`src/rtl/fdma_read_arbiter.sv`:
```
// Burst-granular arbiter sharing one FDMA read port between two uidbuf read channels.
// Define FDMA_ARB_FIXED_PRIO_EN for fixed priority (ch0 wins); default is round-robin.
module fdma_read_arbiter #(
    parameter int AXI_DATA_WIDTH = 32,
    parameter int AXI_ADDR_WIDTH = 23,
    parameter int REQ_TIMEOUT    = 1024
) (
    input  logic                      ui_clk,
    input  logic                      ui_rst,
    input  logic [AXI_ADDR_WIDTH-1:0] m0_raddr,
    input  logic                      m0_rareq,
    input  logic [15:0]               m0_rsize,
    output logic                      m0_rbusy,
    output logic [AXI_DATA_WIDTH-1:0] m0_rdata,
    output logic                      m0_rvalid,
    input  logic [AXI_ADDR_WIDTH-1:0] m1_raddr,
    input  logic                      m1_rareq,
    input  logic [15:0]               m1_rsize,
    output logic                      m1_rbusy,
    output logic [AXI_DATA_WIDTH-1:0] m1_rdata,
    output logic                      m1_rvalid,
    output logic [AXI_ADDR_WIDTH-1:0] fdma_raddr,
    output logic                      fdma_rareq,
    output logic [15:0]               fdma_rsize,
    input  logic                      fdma_rbusy,
    input  logic [AXI_DATA_WIDTH-1:0] fdma_rdata,
    input  logic                      fdma_rvalid,
    output logic                      grant_id,
    output logic [1:0]                arb_err
);

    localparam int               TMO_W    = $clog2(REQ_TIMEOUT + 1);
    localparam logic [TMO_W-1:0] TMO_LAST = TMO_W'(REQ_TIMEOUT - 1);

    typedef enum logic [1:0] {
        S_IDLE,
        S_REQ,
        S_BUSY
    } state_t;

    state_t                    state_q,      state_d;
    logic                      grant_q,      grant_d;
    logic                      last_grant_q, last_grant_d;
    logic [AXI_ADDR_WIDTH-1:0] raddr_q,      raddr_d;
    logic [15:0]               rsize_q,      rsize_d;
    logic                      rareq_q,      rareq_d;
    logic [1:0]                rbusy_q,      rbusy_d;
    logic [1:0]                rvalid_q,     rvalid_d;
    logic [1:0]                arb_err_q,    arb_err_d;
    logic [AXI_DATA_WIDTH-1:0] m0_rdata_q,   m0_rdata_d;
    logic [AXI_DATA_WIDTH-1:0] m1_rdata_q,   m1_rdata_d;
    logic [15:0]               beat_cnt_q,   beat_cnt_d;
    logic [TMO_W-1:0]          tmo_cnt_q,    tmo_cnt_d;
    logic                      winner;

`ifdef FDMA_ARB_FIXED_PRIO_EN
    assign winner = m0_rareq ? 1'b0 : 1'b1;
`else
    // With both requesting, the channel not served last wins; otherwise the sole requester.
    assign winner = (m0_rareq && m1_rareq) ? ~last_grant_q : m1_rareq;
`endif

    always_comb begin
        // NOTE: every _d gets a default first so no path can infer a latch.
        state_d      = state_q;
        grant_d      = grant_q;
        last_grant_d = last_grant_q;
        raddr_d      = raddr_q;
        rsize_d      = rsize_q;
        rareq_d      = rareq_q;
        rbusy_d      = rbusy_q;
        rvalid_d     = 2'b00;
        arb_err_d    = arb_err_q;
        m0_rdata_d   = m0_rdata_q;
        m1_rdata_d   = m1_rdata_q;
        beat_cnt_d   = beat_cnt_q;
        tmo_cnt_d    = tmo_cnt_q;

        case (state_q)
            S_IDLE: begin
                tmo_cnt_d = '0;
                if (m0_rareq || m1_rareq) begin
                    grant_d = winner;
                    raddr_d = winner ? m1_raddr : m0_raddr;
                    rsize_d = winner ? m1_rsize : m0_rsize;
                    rbusy_d = winner ? 2'b10 : 2'b01;
                    rareq_d = 1'b1;
                    state_d = S_REQ;
                end
            end
            S_REQ: begin
                if (fdma_rbusy) begin
                    rareq_d    = 1'b0;
                    beat_cnt_d = '0;
                    state_d    = S_BUSY;
                end else if (tmo_cnt_q == TMO_LAST) begin
                    rareq_d            = 1'b0;
                    arb_err_d[grant_q] = 1'b1;
                    rbusy_d            = 2'b00;
                    last_grant_d       = grant_q;
                    state_d            = S_IDLE;
                end else begin
                    tmo_cnt_d = tmo_cnt_q + 1'b1;
                end
            end
            S_BUSY: begin
                // A beat arriving with rbusy already low keeps us here one more cycle
                // so the channel's busy still covers its forwarded valid.
                if (fdma_rvalid) begin
                    beat_cnt_d        = beat_cnt_q + 1'b1;
                    rvalid_d[grant_q] = 1'b1;
                    if (grant_q) m1_rdata_d = fdma_rdata;
                    else         m0_rdata_d = fdma_rdata;
                end else if (!fdma_rbusy) begin
                    rbusy_d = 2'b00;
                    if (beat_cnt_q != rsize_q) arb_err_d[grant_q] = 1'b1;
                    last_grant_d = grant_q;
                    state_d      = S_IDLE;
                end
            end
            default: state_d = S_IDLE;
        endcase
    end

    // NOTE: state registers use non-blocking assignments only.
    always_ff @(posedge ui_clk or posedge ui_rst) begin
        if (ui_rst) begin
            state_q      <= S_IDLE;
            grant_q      <= 1'b0;
            last_grant_q <= 1'b1;
            raddr_q      <= '0;
            rsize_q      <= '0;
            rareq_q      <= 1'b0;
            rbusy_q      <= 2'b00;
            rvalid_q     <= 2'b00;
            arb_err_q    <= 2'b00;
            m0_rdata_q   <= '0;
            m1_rdata_q   <= '0;
            beat_cnt_q   <= '0;
            tmo_cnt_q    <= '0;
        end else begin
            state_q      <= state_d;
            grant_q      <= grant_d;
            last_grant_q <= last_grant_d;
            raddr_q      <= raddr_d;
            rsize_q      <= rsize_d;
            rareq_q      <= rareq_d;
            rbusy_q      <= rbusy_d;
            rvalid_q     <= rvalid_d;
            arb_err_q    <= arb_err_d;
            m0_rdata_q   <= m0_rdata_d;
            m1_rdata_q   <= m1_rdata_d;
            beat_cnt_q   <= beat_cnt_d;
            tmo_cnt_q    <= tmo_cnt_d;
        end
    end

    assign fdma_raddr = raddr_q;
    assign fdma_rsize = rsize_q;
    assign fdma_rareq = rareq_q;
    assign m0_rbusy   = rbusy_q[0];
    assign m1_rbusy   = rbusy_q[1];
    assign m0_rvalid  = rvalid_q[0];
    assign m1_rvalid  = rvalid_q[1];
    assign m0_rdata   = m0_rdata_q;
    assign m1_rdata   = m1_rdata_q;
    assign grant_id   = grant_q;
    assign arb_err    = arb_err_q;

endmodule
```
`config.mk`:
```
export PLATFORM = sky130hd
export DESIGN_NAME = fdma_read_arbiter
export DESIGN_NICKNAME = d
export VERILOG_FILES = /design/src/rtl/fdma_read_arbiter.sv
export SDC_FILE = /design/constraint.sdc
export NUM_CORES = 1
export LEC_CHECK = 0
export CAP_MARGIN = 20
export CORE_MARGIN = 2
export CORE_UTILIZATION = 45
export DETAILED_ROUTE_END_ITERATION = 7
export PLACE_DENSITY = 0.91
export SYNTH_ARGS = -nofsm -noshare
export SYNTH_HDL_FRONTEND = slang
export SYNTH_SLANG_ARGS = --single-unit
```
`constraint.sdc`:
```
create_clock -name ui_clk -period 5.2 [get_ports ui_clk]
set_input_delay 1.04 -clock ui_clk [delete_from_list [all_inputs] [get_ports ui_clk]]
set_output_delay 1.04 -clock ui_clk [all_outputs]
set_load 0.02 [all_outputs]
```
==> results.json, run 1 <==
{
  "setup_tns_ns": 0,
  "cts.clk_slew.worst_paths_ns": 0.06,
  "die_y_um": 123,
  "drcViolationCount": 0,
  "yosysUniqueCellTypes": 53,
  "power.density_mw_per_mm2": 583,
  "r2r_start": "state_q[1]",
  "synth_compound_area_frac": 0.0631,
  "synth.avg_cell_area_sq_um": 10.7,
  "p_switching_w": 0.00204,
  "maxCapViolCount": 0,
  "drt_pass1_iterations": 4,
  "skew_ns": 0.00633,
  "post-synth-top-count-cell": "nand2_1",
  "r2r_setup_slack_ns": 2.87,
  "hold_path_class": "reg -> reg",
  "cts_setup_buffers": 0,
  "setup_viol": 0,
  "clock-sinks": 141,
  "rsz0062_at_grt": "no",
  "wl_met3_um": 1090,
  "period_share": 0.538,
  "multi_input_area_sq_mm": 0.00267,
  "fmax_mhz": 358,
  "via_count": 5184,
  "dr_wl_met2_um": 8630,
  "utilization": 0.683,
  "grt_max_degree": 114,
  "tightest_slew_ns": 0.840,
  "hold_buffers": 0,
  "areaGrowthSynthToFinish_pct": 49.1,
  "synthAdderAreaFrac": 0.0119,
  "switching_share": 0.370,
  "diodes": 0,
  "status": "complete, no violations",
  "nets": 937,
  "synth-seq-cells": 141,
  "drt-initial-drc-count": 315,
  "crit_type": "in -> reg",
  "r2r_cells": 6,
  "synth_area_leader_cell": "dfrtp_1",
  "ys_seq_area_frac": 0.558,
  "synth.area.top_cells": "dfrtp_1 55%, nand2_1 9.3%, mux2i_1 6.5%",
  "routedWlPerCell_um": 16.9,
  "ys_top_cells_by_count": "156 x nand2_1, 140 x dfrtp_1, 46 x o21ai_0, 41 x mux2i_1, 32 x mux2_2",
  "met1Wirelength_um": 6770,
  "coreArea_sq_mm": 0.0138,
  "grt_pass1_wl_um": 26600,
  "synth_top_cell_area_share": 0.553,
  "cts_made_buffers": 17,
  "regArea_sq_mm": 0.00353,
  "clockRootBuffer": "clkbuf_16",
  "yosysWarnings": 0,
  "syn_inst": 590,
  "synth_xor_xnor_area_share": 0.0470,
  "clkPwrFrac": 0.229,
  "rows": 43,
  "antenna_found_initial": 0,
  "maxSlewViolCount": 0,
  "synth_flop_cell": "dfrtp_1",
  "slew_headroom": 0.438,
  "crit_arrival_ns": 3.06,
  "ant_nets": 0,
  "irDropWorstVdd_v": 0.000385,
  "cp_max_fo": 13,
  "critical_path_required_ns": 5.46,
  "overflow": 0,
  "drive_gt1_frac": 0.107,
  "wirelength_um": 17000,
  "worstSetupStartpointType": "input pin",
  "cts_tree": "done",
  "dp_hpwl_um": 12100,
  "ios": 227,
  "synth_top_family_by_area": "simple AND/OR/NAND/NOR gates",
  "place_congestion": 0.849,
  "p_leak_nw": 4.31,
  "synth_edf_count": 0,
  "via_per_inst": 5.14,
  "syn-num-nets": 712,
  "clkLatencyLatePin_ns": 0.42,
  "combPwrFrac": 0.440,
  "period_minus_slack_ns": 2.80,
  "power_frac_seq": 0.331,
  "synth-simple-area-share": 0.170,
  "muxShareOfSynthArea": 0.126,
  "crit_path_end_kind": "flop",
  "htreeDepth": 4,
  "grt_pass1_vias": 5228,
  "reg2reg_to": "beat_cnt_q[15]",
  "netlist_area_sq_mm": 0.00633,
  "hold_viol": 0,
  "fill_cells": 959,
  "die_w_um": 123,
  "holdCritStartpoint": "fdma_raddr[6]",
  "p_int_w": 0.00346,
  "dieArea_sq_mm": 0.0150,
  "min_path_cells": 2,
  "synthArstFlopShare": 1.00,
  "hold_end": "fdma_raddr[6]",
  "highest_layer": "met4",
  "cts_resized": 0,
  "clk_path_buf_depth": 2,
  "port_buffers": 226,
  "track_usage": 0.232,
  "start_util": 0.458
}
state kept, by name, summed over array words and instances, names as in the netlist, 2 cells and up:
signal      cells
m1_rdata       32
beat_cnt_q     16
state_q         2
tmo_cnt_q      11
rvalid_q        2
arb_err         2
fdma_rsize     16
rbusy_q         2
m0_rdata       32
fdma_raddr     23
how the worst max path moves through the flow:
stage | from | endpoint | slack, ns | cells past startpoint
after CTS | fdma_rbusy | beat_cnt_q[15] | 2.40 | 5
final | fdma_rbusy | beat_cnt_q[15] | 2.40 | 5
after detailed placement | fdma_rbusy | beat_cnt_q[15] | 1.99 | 5
after floorplan | ui_rst | arb_err[0] | 0.38 | 1
after global routing | fdma_rbusy | beat_cnt_q[15] | 2.23 | 5
after global placement | fdma_rbusy | beat_cnt_q[6] | 2.13 | 5
logic make-up after synthesis:
kind of cell / Yosys count
and+or+nand+nor: 232
DFF: 141
muxes: 75
AOI/OAI and AO/OA: 66
buffers and inverters: 36
xor gates and xnor gates: 34
adders and majority gates: 6
layout make-up:
type                            instances  area share
Timing Repair Buffer                  233       0.249
Multi-Input combinational cell        413       0.283
Clock buffer                           22      0.0513
Clock inverter                         10      0.0144
Inverter                                9     0.00411
Tap cell                              180      0.0239
Sequential cell                       141       0.374
power groups by stage:
stage,logic [W],registers [W],clock network (W)
floorplan,0.000772,0.00228,0
global placement,0.00237,0.00180,0
detailed placement,0.00241,0.00183,0
CTS,0.00243,0.00182,0.00127
global route,0.00258,0.00187,0.00132
finish,0.00242,0.00182,0.00126
placed cells by master (no fill, tap or decap), types with 2 or more instances in the layout:
cell,n
clkdlybuf4s50_1,226
nand2_1,156
dfrtp_1,140
o21ai_0,46
mux2i_1,41
mux2_2,32
xor2_1,24
nor2_1,22
clkbuf_16,17
nand3_1,10
xnor2_1,10
inv_1,7
nand4_1,6
ha_1,6
nor3_1,5
nor4_1,5
buf_4,5
and3_1,4
clkbuf_8,4
nand2b_1,3
or3_1,3
a21oi_1,3
bufinv_16,3
clkinv_2,3
clkinvlp_4,3
nand3b_1,2
nor2b_1,2
o211ai_1,2
nand3_2,2
a22o_1,2
o21bai_1,2
a32o_1,2
buf_16,2
through the flow:
stage	std cells	instance area [sq um]	setup WS [ns]	hold WS, ns	power (W)
after floorplan	590	6330	0.380	0.481	0.00306
after global placement	974	8760	2.13	0.457	0.00417
after detailed placement	974	8760	1.99	0.462	0.00424
after CTS	1006	9380	2.40	0.476	0.00552
after global routing	1008	9440	2.23	0.498	0.00578
final	1008	9440	2.40	0.476	0.00550
worst max-delay path: stages:
cell	delay, ns
clkdlybuf4s50_1	0.62
nand2b_1	0.39
nand3_2	0.19
nor2_1	0.68
nor2_1	0.14
routing by layer:
metal	track usage	vias to the layer above
met4	0.108	0
met1	0.278	2507
li1	-	2457
met5	0	-
met3	0.0688	41
met2	0.384	179
Power figures use the tool's default switching activity.
==> run 2, diff against run 1 <==
Settings changed: CORE_UTILIZATION 45 to 41, PLACE_DENSITY 0.91 to 0.88.
Clock period 5.2 ns to 2.45 ns, I/O delays scaled along.
==> run 2 against run 1 <==
- global-route usage is 2.1 points lower
- register-to-register slack worse by 2.5 ns
- combinational power grew 110%
- critical path depth grew 2
- wire length down 1.4%
- final cell count is 1.4% higher
- non-clock buffer count grew 6
- clock skew grew 0.0077 ns
- critical path type is now reg -> reg
- largest cell class unchanged
==> results.json, run 2 (same netlist as run 1, synthesis figures left out) <==
{
  "status": "complete, no violations",
  "cts_made_buffers": 17,
  "tightest_slew_ns": 0.645,
  "setup_tns_ns": 0,
  "overflow": 0,
  "drt-initial-drc-count": 331,
  "drive_gt1_frac": 0.112,
  "grt_pass1_vias": 5205,
  "r2r_start": "state_q[0]",
  "coreArea_sq_mm": 0.0151,
  "dp_hpwl_um": 12400,
  "clock-sinks": 141,
  "clk_path_buf_depth": 2,
  "place_congestion": 0.826,
  "routedWlPerCell_um": 16.4,
  "ios": 227,
  "maxCapViolCount": 0,
  "die_y_um": 128,
  "regArea_sq_mm": 0.00353,
  "hold_path_class": "in -> async",
  "irDropWorstVdd_v": 0.000938,
  "drt_pass1_iterations": 4,
  "worstSetupStartpoint": "state_q[0]",
  "mostFrequentLayoutCell": "clkdlybuf4s50_1",
  "rows": 45,
  "setup_viol": 0,
  "grt_pass1_wl_um": 27000,
  "hold_buffers": 0,
  "port_buffers": 226,
  "fill_cells": 1158,
  "placed_cells": 990,
  "cts.clk_slew.worst_paths_ns": 0.06,
  "critical_path_required_ns": 2.74,
  "worstSetupStartpointType": "flop",
  "areaGrowthSynthToFinish_pct": 51.1,
  "period_share": 0.844,
  "diodes": 0,
  "clockRootBuffer": "clkbuf_16",
  "fmax_mhz": 484,
  "grt_max_degree": 47,
  "dieArea_sq_mm": 0.0164,
  "r2r_setup_slack_ns": 0.38,
  "p_leak_nw": 4.36,
  "crit_path_end_kind": "flop",
  "crit_arrival_ns": 2.36,
  "cts_resized": 0,
  "rsz0062_at_grt": "no",
  "start_util": 0.418,
  "via_count": 5082,
  "clkLatencyLatePin_ns": 0.42,
  "wirelength_um": 16800,
  "cts_setup_buffers": 0,
  "cts_tree": "done",
  "power.density_mw_per_mm2": 1240,
  "antenna_found_initial": 0,
  "cp_max_fo": 7,
  "multi_input_area_sq_mm": 0.00267,
  "crit_type": "reg -> reg",
  "maxSlewViolCount": 0,
  "slew_headroom": 0.569,
  "layout_common_cells": "226 x clkdlybuf4s50_1, 156 x nand2_1, 140 x dfrtp_1, 46 x o21ai_0, 41 x mux2i_1",
  "final_cells": 1022,
  "nets": 943,
  "via_per_inst": 4.97,
  "ant_nets": 0,
  "hold_viol": 0,
  "skew_ns": 0.0140,
  "htreeDepth": 4,
  "track_usage": 0.211,
  "drcViolationCount": 0,
  "die_w_um": 128,
  "period_minus_slack_ns": 2.07
}
==> run 2: per-layer routing <==
layer  share of wire  track usage  up-vias
met1            0.42        0.267     2448
met3           0.044       0.0584       28
met4           0.021       0.0756        0
met2            0.51        0.348      152
met5               0            0        -
li1                -            -     2454
==> run 2: layout make-up <==
type,instances,share of cell area
sequential,141,0.369
multi-input combinational,413,0.279
clock buffer,20,0.0456
tap,188,0.0246
inverter,9,0.00392
clock inverter,12,0.0220
timing repair buffer,239,0.256
==> run 2: worst paths after layout <==
check | to | depth (start not counted)
max reg2reg | beat_cnt_q[12] | 7
max | beat_cnt_q[12] | 7
max in group asynchronous | last_grant_q | 3
min reg2reg | m0_rdata[31] | 2
min | m0_rdata[27] | 2
min in group ui_clk | m0_rdata[31] | 2
==> run 2: power breakdown <==
part           switching, W  total (W)  internal, W
Clock              0.000992    0.00281      0.00182
Combinational       0.00273    0.00520      0.00247
Sequential         0.000598    0.00384      0.00324
==> run 2: worst max-delay path, cell delays in order, from the launching register on <==
cell	delay [ns]
dfrtp_1	0.41
inv_1	0.10
ha_1	0.49
inv_2	0.10
nor4b_4	0.42
nand3_1	0.17
xor2_1	0.20
nor2_1	0.06
==> run 2: through the flow <==
step,power (W),util,instance area [sq um],setup WS [ns],hold slack [ns]
6_report,0.0119,0.632,9570,0.382,0.461
3_3_place_gp,0.00897,0.589,8920,0.249,0.457
5_1_grt,0.0125,0.632,9570,0.258,0.487
4_1_cts,0.0120,0.632,9570,0.390,0.456
2_1_floorplan,0.00649,-,6330,0.198,0.481
3_5_place_dp,0.00912,0.589,8920,0.199,0.461
==> run 3, diff against run 2 <==
Clock period 2.45 ns to 1.8 ns, I/O delays scaled along.
==> run 3 against run 2 <==
- sequential cell count unchanged
- count of clock-buffer cells in the layout did not move
- highest routed layer unchanged
- hold slack worse by 0.029 ns
- critical path type unchanged
==> results.json, run 3 (same netlist as run 1, synthesis figures left out) <==
{
  "tightest_slew_ns": 0.411,
  "design_area_sq_mm": 0.00980,
  "die_w_um": 128,
  "slew_headroom": 0.726,
  "setup_viol": 0,
  "worstSetupStartpointType": "flop",
  "r2r_setup_slack_ns": 0.02,
  "utilization": 0.647,
  "htreeDepth": 4,
  "cp_max_fo": 5,
  "grt_pass1_wl_um": 27900,
  "ios": 227,
  "path_cells": "buf_4, ha_2, nand2b_4, nor4b_4, nand3_1, xor2_1, nor2_1",
  "power_frac_seq": 0.323,
  "rows": 45,
  "layout_setup_ws_ns": 0.0204,
  "maxCapViolCount": 0,
  "hold_viol": 0,
  "fmax_mhz": 562,
  "p_leak_nw": 4.77,
  "clkLatencyLatePin_ns": 0.42,
  "via_count": 5226,
  "mostFrequentLayoutCell": "clkdlybuf4s50_1",
  "cts_made_buffers": 17,
  "skew_ns": 0.00678,
  "p_switching_w": 0.00606,
  "place_congestion": 0.878,
  "pre_cts_slack_ns": -0.189,
  "period_minus_slack_ns": 1.78,
  "combPwrFrac": 0.455,
  "rsz0062_at_grt": "yes",
  "ant_nets": 0,
  "wirelength_um": 17500,
  "crit_path_end_kind": "flop",
  "irDropWorstVdd_v": 0.00113,
  "p_int_w": 0.0101,
  "cts.clk_slew.worst_paths_ns": 0.06,
  "grt_max_degree": 81,
  "finalPower_w": 0.0162,
  "start_util": 0.418,
  "clkPwrFrac": 0.223,
  "maxSlewViolCount": 0,
  "nets": 964,
  "port_buffers": 226,
  "areaGrowthSynthToFinish_pct": 54.9,
  "layout_common_cells": "187 x clkdlybuf4s50_1, 156 x nand2_1, 137 x dfrtp_1, 46 x o21ai_0, 41 x mux2i_1",
  "critical_path_required_ns": 2.11,
  "dp_hpwl_um": 12600,
  "crit_slowest_cell": "dfrtp_1",
  "die_y_um": 128,
  "crit_arrival_ns": 2.09,
  "drive_gt1_frac": 0.150,
  "clockRootBuffer": "clkbuf_16",
  "cp_top_family": "simple AND/OR/NAND/NOR gates",
  "hold_path_class": "in -> async",
  "coreArea_sq_mm": 0.0151,
  "status": "complete, no violations",
  "cts_tree": "done",
  "power.density_mw_per_mm2": 1650,
  "clk_path_buf_depth": 2,
  "grt_pass1_vias": 5349,
  "drcViolationCount": 0,
  "drt_pass1_iterations": 5,
  "switching_share": 0.374,
  "crit_type": "reg -> reg",
  "overflow": 0,
  "clock-sinks": 141,
  "diodes": 0,
  "critPathBufInv": 1,
  "antenna_found_initial": 0,
  "drt-initial-drc-count": 370,
  "placed_cell_area_sq_mm": 0.00907,
  "fill_cells": 1135,
  "dieArea_sq_mm": 0.0164,
  "setup_tns_ns": 0,
  "period_share": 0.989,
  "via_per_inst": 5.01,
  "track_usage": 0.220,
  "routedWlPerCell_um": 16.7,
  "critPathMaxStageDelay_ns": 0.41
}
## run 3: cell types whose count changed in the layout (fill, tap and decap cells not counted), moves of 3 or more
cell | previous run | this run
clkdlybuf4s50_1 | 226 | 187
dlymetal6s2s_1 | 0 | 21
buf_4 | 6 | 25
dlygate4sd2_1 | 0 | 18
dfrtp_1 | 140 | 137
dfrtp_2 | 0 | 3
ha_1 | 6 | 3
## run 3: final cells by class
type / instances / area [sq um] / share of cell area
sequential: 141 / 3530 / 0.360
multi-input combinational: 413 / 2740 / 0.279
timing repair buffer: 260 / 2650 / 0.270
clock buffer: 20 / 447 / 0.0456
tap: 188 / 235 / 0.0240
clock inverter: 12 / 159 / 0.0162
inverter: 9 / 37.5 / 0.00383
## run 3: per-layer routing
| metal | GRT usage | vias up | share of wire |
|---|---|---|---|
| met4 | 0.0963 | 0 | 0.029 |
| met2 | 0.368 | 159 | 0.52 |
| met5 | 0 | - | 0 |
| met1 | 0.270 | 2536 | 0.40 |
| met3 | 0.0555 | 36 | 0.050 |
| li1 | - | 2495 | - |
## run 3: power groups by stage
stage / Combinational (W) / Sequential [W] / Clock [W]
3_5_place_dp: 0.00737 / 0.00528 / 0
2_1_floorplan: 0.00223 / 0.00660 / 0
3_3_place_gp: 0.00720 / 0.00520 / 0
5_1_grt: 0.00790 / 0.00539 / 0.00382
6_report: 0.00736 / 0.00523 / 0.00361
4_1_cts: 0.00727 / 0.00523 / 0.00366
## run 3: path summary, 6_finish.rpt
| kind | start | to | cells past startpoint |
|---|---|---|---|
| hold reg to reg | m0_rdata[2] | m0_rdata[2] | 2 |
| setup reg to reg | state_q[1] | beat_cnt_q[12] | 7 |
| hold / removal | ui_rst | m1_rdata[26] | 3 |
| setup / recovery | state_q[1] | beat_cnt_q[12] | 7 |
| min in group ui_clk | m0_rdata[2] | m0_rdata[2] | 2 |
| max in group asynchronous | ui_rst | last_grant_q | 3 |
## run 3: worst reg2reg max path: stages (launching register included)
cell and delay [ns]:
dfrtp_1 0.41, buf_4 0.16, ha_2 0.22, nand2b_4 0.12, nor4b_4 0.35, nand3_1 0.14, xor2_1 0.20, nor2_1 0.07
## run 3: repair_timing
item | CTS | global route
setup buffers | 0 | 3
setup endpoints to repair | 22 | 45
gates cloned | 0 | 0
gates resized for setup | 18 | 38
pin swaps | 0 | 6
hold buffers | 0 | 0
## run 3: metrics by stage
step                hold WS, ns  cells
floorplan                 0.465    590
global placement          0.456   1008
detailed placement        0.461   1008
CTS                       0.443   1040
global route              0.466   1043
finish                    0.432   1043
